--- config.mk ---
export PLATFORM = sky130hd
export DESIGN_NAME = rc4_key_search_ctrl
export DESIGN_NICKNAME = d
export VERILOG_FILES = /design/src/rtl/rc4_key_search_ctrl.sv
export SDC_FILE = /design/constraint.sdc
export NUM_CORES = 1
export LEC_CHECK = 0
export BUFFER_PORTS_ARGS = -buffer_cell sky130_fd_sc_hd__buf_2
export CAP_MARGIN = 10
export CORE_UTILIZATION = 40
export DETAILED_ROUTE_END_ITERATION = 8
export GPL_TIMING_DRIVEN = 0
export PLACE_DENSITY_LB_ADDON = 0.2
export RECOVER_POWER = 50
export SYNTH_ARGS = -nofsm -noshare
export SYNTH_HDL_FRONTEND = slang
export SYNTH_SLANG_ARGS = --single-unit
--- constraint.sdc ---
create_clock -name clk -period 2.85 [get_ports clk]
set_input_delay 0.1425 -clock clk [delete_from_list [all_inputs] [get_ports clk]]
set_output_delay 0.1425 -clock clk [all_outputs]
set_load 0.005 [all_outputs]
--- src/rtl/rc4_key_search_ctrl.sv ---
`default_nettype none
// ----------------------------------------------------------------------------
// rc4_key_search_ctrl : brute-force RC4 key search sequencer (key bus owner,
//                       arcfour KSA and decrypt/check engine handshakes)
// Rev 1.0
// ----------------------------------------------------------------------------
module rc4_key_search_ctrl #(
  parameter int                  RAM_WIDTH  = 8,
  parameter int                  KEY_LENGTH = 3,
  parameter int                  KEY_BITS   = 22,
  parameter logic [KEY_BITS-1:0] START_KEY  = '0
) (
  input  logic                                 clk,
  input  logic                                 reset,
  input  logic                                 start,
  input  logic                                 abort,
  input  logic                                 ksa_finished,
  input  logic                                 dec_done,
  input  logic                                 dec_valid,
  output logic                                 ksa_start,
  output logic                                 dec_start,
  output logic [KEY_LENGTH-1:0][RAM_WIDTH-1:0] key,
  output logic [KEY_BITS:0]                    attempts,
  output logic                                 busy,
  output logic                                 found,
  output logic                                 exhausted,
  output logic [2:0]                           state_tap
);

  localparam int                  C_KEY_W    = KEY_LENGTH * RAM_WIDTH;
  localparam logic [KEY_BITS-1:0] C_KEY_LAST = '1;

  typedef enum logic [2:0] {
    S_IDLE      = 3'd0,
    S_KSA_START = 3'd1,
    S_KSA_ARM   = 3'd2,
    S_KSA_WAIT  = 3'd3,
    S_DEC_START = 3'd4,
    S_DEC_WAIT  = 3'd5,
    S_NEXT_KEY  = 3'd6,
    S_DONE      = 3'd7
  } state_t;

  state_t              r_state;
  state_t              w_next_state;
  logic [KEY_BITS-1:0] r_key;
  logic [KEY_BITS:0]   r_attempts;
  logic                r_ksa_start;
  logic                r_dec_start;
  logic                r_busy;
  logic                r_found;
  logic                r_exhausted;

  logic w_load_key;
  logic w_inc_key;
  logic w_inc_att;
  logic w_set_found;
  logic w_set_exh;
  logic w_clr_flags;

  always_comb begin
    w_next_state = r_state;
    w_load_key   = 1'b0;
    w_inc_key    = 1'b0;
    w_inc_att    = 1'b0;
    w_set_found  = 1'b0;
    w_set_exh    = 1'b0;
    w_clr_flags  = 1'b0;
    if (abort && (r_state != S_IDLE)) begin
      w_next_state = S_IDLE;
      w_clr_flags  = 1'b1;
    end else begin
      case (r_state)
        S_IDLE, S_DONE: begin
          if (start) begin
            w_next_state = S_KSA_START;
            w_load_key   = 1'b1;
          end
        end
        S_KSA_START: w_next_state = S_KSA_ARM;
        // finished may still be high from the previous run; wait for its drop
        S_KSA_ARM: begin
          if (!ksa_finished) w_next_state = S_KSA_WAIT;
        end
        S_KSA_WAIT: begin
          if (ksa_finished) w_next_state = S_DEC_START;
        end
        S_DEC_START: w_next_state = S_DEC_WAIT;
        S_DEC_WAIT: begin
          if (dec_done) begin
            w_inc_att = 1'b1;
            if (dec_valid) begin
              w_next_state = S_DONE;
              w_set_found  = 1'b1;
            end else begin
              w_next_state = S_NEXT_KEY;
            end
          end
        end
        S_NEXT_KEY: begin
          if (r_key == C_KEY_LAST) begin
            w_next_state = S_DONE;
            w_set_exh    = 1'b1;
          end else begin
            w_next_state = S_KSA_START;
            w_inc_key    = 1'b1;
          end
        end
        default: w_next_state = S_IDLE;
      endcase
    end
  end

  always_ff @(posedge clk or posedge reset) begin
    if (reset) begin
      r_state <= S_IDLE;
    end else begin
      r_state <= w_next_state;
    end
  end

  // Pulses and busy are decoded from the next state so they line up with the state itself
  always_ff @(posedge clk or posedge reset) begin
    if (reset) begin
      r_ksa_start <= 1'b0;
      r_dec_start <= 1'b0;
      r_busy      <= 1'b0;
      r_key       <= '0;
      r_attempts  <= '0;
      r_found     <= 1'b0;
      r_exhausted <= 1'b0;
    end else begin
      r_ksa_start <= (w_next_state == S_KSA_START);
      r_dec_start <= (w_next_state == S_DEC_START);
      r_busy      <= (w_next_state != S_IDLE) && (w_next_state != S_DONE);
      if (w_load_key) begin
        r_key      <= START_KEY;
        r_attempts <= '0;
      end else begin
        if (w_inc_key) r_key <= r_key + KEY_BITS'(1);
        if (w_inc_att) r_attempts <= r_attempts + (KEY_BITS + 1)'(1);
      end
      if (w_load_key || w_clr_flags) begin
        r_found     <= 1'b0;
        r_exhausted <= 1'b0;
      end else begin
        if (w_set_found) r_found <= 1'b1;
        if (w_set_exh) r_exhausted <= 1'b1;
      end
    end
  end

  assign ksa_start = r_ksa_start;
  assign dec_start = r_dec_start;
  assign key       = C_KEY_W'(r_key);
  assign attempts  = r_attempts;
  assign busy      = r_busy;
  assign found     = r_found;
  assign exhausted = r_exhausted;
  assign state_tap = r_state;

endmodule
`default_nettype wire

==> out/metrics.cfg <==
[clocking]
clk_root_buffer_cell = clkbuf_8
clk_pin_slew_worst_paths_ps = 100
cts_post_setup_buffers_inserted = 0
max-clock-path-buffers = 2
cts.sinks = 53
tritoncts_clock_tree = yes
ctsHtreeMaxLevel = 2
cts_buffers = 5
clk_latency_ps = 310

[global_routing]
global_route_usage_over_all_layers_pct = 19.3
grtUsageMet3_pct = 3.13
grt_max_degree = 41
global_route.usage.met2_pct = 29.2
grt_util_met1_pct = 28.3
global_route.overflow_total = 0
number_of_global_route_vias_before_repair = 2383
initial_antenna_violation_count = 0
grt-busiest-layer = met2
grt_first_pass_wirelength_um = 11500

[timing]
tns_ps = 0
final-setup-viol-count = 0
fin_crit_sh_pct = 81.6
clock.fmax_mhz = 430
timing.final.crit_period_ps = 2330
hold_violations = 0
measured_slew_at_the_worst_slew_check_pin_ps = 1040
finalMaxSlewViolations = 0
grt_setup_unrepaired = no
fin_hold_ws_ps = 83.4
skew_ps = 8.08
max_slew_margin_pct = 30.6

[synth]
async_flop_share_pct = 100
netlist_top_cells_area = dfrtp_1 46%, nor2_1 4.3%, xor2_1 4.2%
synth.most_common_cell = dfrtp_1
synth.ff_latch_count = 53
post_synthesis_instance_area_um2 = 2900
synth.avg_cell_area_um2 = 9.12
number_of_flops_mapped_to_enable_cells_by_yosys = 0
synth.yosys.warnings = 0
yosys.cell_types.count = 48
synthCells = 318
synth_seq_area_share_pct = 45.7
post_synth_most_frequent_cells = 53 x dfrtp_1, 33 x nor2_1, 21 x nand2_1, 21 x o21ai_0, 19 x nand3_1
synth_top_area_cell = dfrtp_1
synth_ff_type = dfrtp_1
yosys.area.top_type_share_pct = 45.7

[critical_path]
critical_path_arrival_ps = 2550
cp.required_ps = 3080
startpoint_class_of_the_critical_path = flop
worst-path-max-fanout = 10
critical_path.endpoint_type = flop
critical_path_class = reg2reg

[routing]
drt-total-wl_um = 6980
route.detailed.drc = 0
post_route_ant_nets = 0
dr.first_iter.drc_count = 138
routed_wire_length_per_instance_um = 14.4
routed_via_density = 5.39
detail_route.first_pass.iterations = 4
route.vias.total = 2610

[job]
drv.max_cap_violation_count = 0

[floorplan]
ios = 62
core_area_um2 = 6910
num_rows = 30
die_h_um = 87.2
starting_density_of_the_core_pct = 42.0
die_x_um = 87.2
die_area_um2 = 7600

[place]
finalWeightedCongestion = 0.811
place_hpwl_um = 4940
port_buffers = 59
place_inst = 475

[power_and_ir_drop]
p_total_mw = 1.82
power_density_nw_per_um2 = 527
ir_worst_vdd_mv = 0.195
power.static_leakage_nw = 1.60

[layout]
nFillCells = 714
drive_above_1_share_pct = 18.0
synthToLayoutAreaGrowth_pct = 19.3
antennaDiodeCount = 0
final_cell_count_no_fill = 484
final_nets = 396

[status]
status = finished clean

[hold_path]
min_path_type = in2reg

-- where the power goes --
group          total [mW]  internal [mW]  switching [mW]  leakage [nW]
logic               0.399          0.136           0.263         0.795
registers           0.818          0.785          0.0329         0.734
clock network       0.608          0.349           0.259        0.0681
-- state kept, by name (all words and copies together), names as in the netlist --
register / flops
attempts: 23
busy: 1
dec_start: 1
exhausted: 1
found: 1
ksa_start: 1
r_key: 22
state_tap: 3
-- layout by cell type, fill, tap and decap left out, types with 7 or more instances in the layout --
cell        n
a2111oi_0   7
o21ai_0    21
and4_1      7
nor2_1     33
inv_1      11
nand4_1    10
nand3_1    19
and3_1      7
xor2_1     14
xnor2_1    11
clkbuf_1   18
buf_2      54
nand2_1    21
or3_1      17
dfrtp_1    53
a21oi_1    18
-- cell families (layout without fill, tap and decap cells) --
| group | Yosys count | in the layout | synth area share [%] |
|---|---|---|---|
| simple gates | 139 | 139 | 25.4 |
| compound gates | 68 | 68 | 15.1 |
| other cells | 1 | 2 | 0.129 |
| buf+inv | 29 | 98 | 4.87 |
| flops | 53 | 53 | 45.7 |
| fa+ha+maj | 2 | 2 | 0.862 |
| mux | 1 | 1 | 0.345 |
| xor+xnor | 25 | 25 | 7.55 |
-- repair_timing --
action	CTS	global route
hold buffers	1	0
gates resized for setup	0	0
hold endpoints to repair	13	0
-- final timing paths --
check | startpoint | end | slack, ps | cells past startpoint
worst max-delay path | r_key[4] | r_key[21] | 520 | 8
worst min-delay path | dec_valid | found | 80 | 3
worst max register to register | r_key[4] | r_key[21] | 520 | 8
worst min register to register | found | found | 500 | 2
max in group asynchronous | reset | r_key[9] | 1040 | 4
min in group asynchronous | reset | attempts[5] | 400 | 3
-- area by class of cell --
class / instances / area, µm² / share of cell area (%)
buffer: 18 / 100 / 2.89
clock buffer: 5 / 68.8 / 1.99
clock inverter: 3 / 65.1 / 1.88
inverter: 11 / 41.3 / 1.19
multi-input combinational: 237 / 1440 / 41.5
sequential: 53 / 1330 / 38.3
tap: 96 / 120 / 3.47
timing repair buffer: 61 / 302 / 8.71
-- through the flow --
step	cell area [µm²]	setup slack [ps]	utilization [%]
final	3460	525	50.1
after global routing	3460	372	50.1
after CTS	3480	511	50.5
after detailed placement	3340	555	48.4
after global placement	3320	578	48.1
after floorplan	2910	691	-
-- layer usage --
layer  up-vias  routed length [µm]
met5         -                   0
met4         0                  59
met3         4                 260
met2        57                3130
met1      1265                3530
li1       1284                   -
-- worst max-delay path, cell delays in order (launching register included) --
cell,delay (ps)
dfrtp_1,450
and4_1,200
clkbuf_1,160
and3_1,200
clkbuf_1,210
a31o_2,330
buf_2,190
or3_1,360
a21oi_1,160
Note: power is estimated with default switching activity, not from simulation.
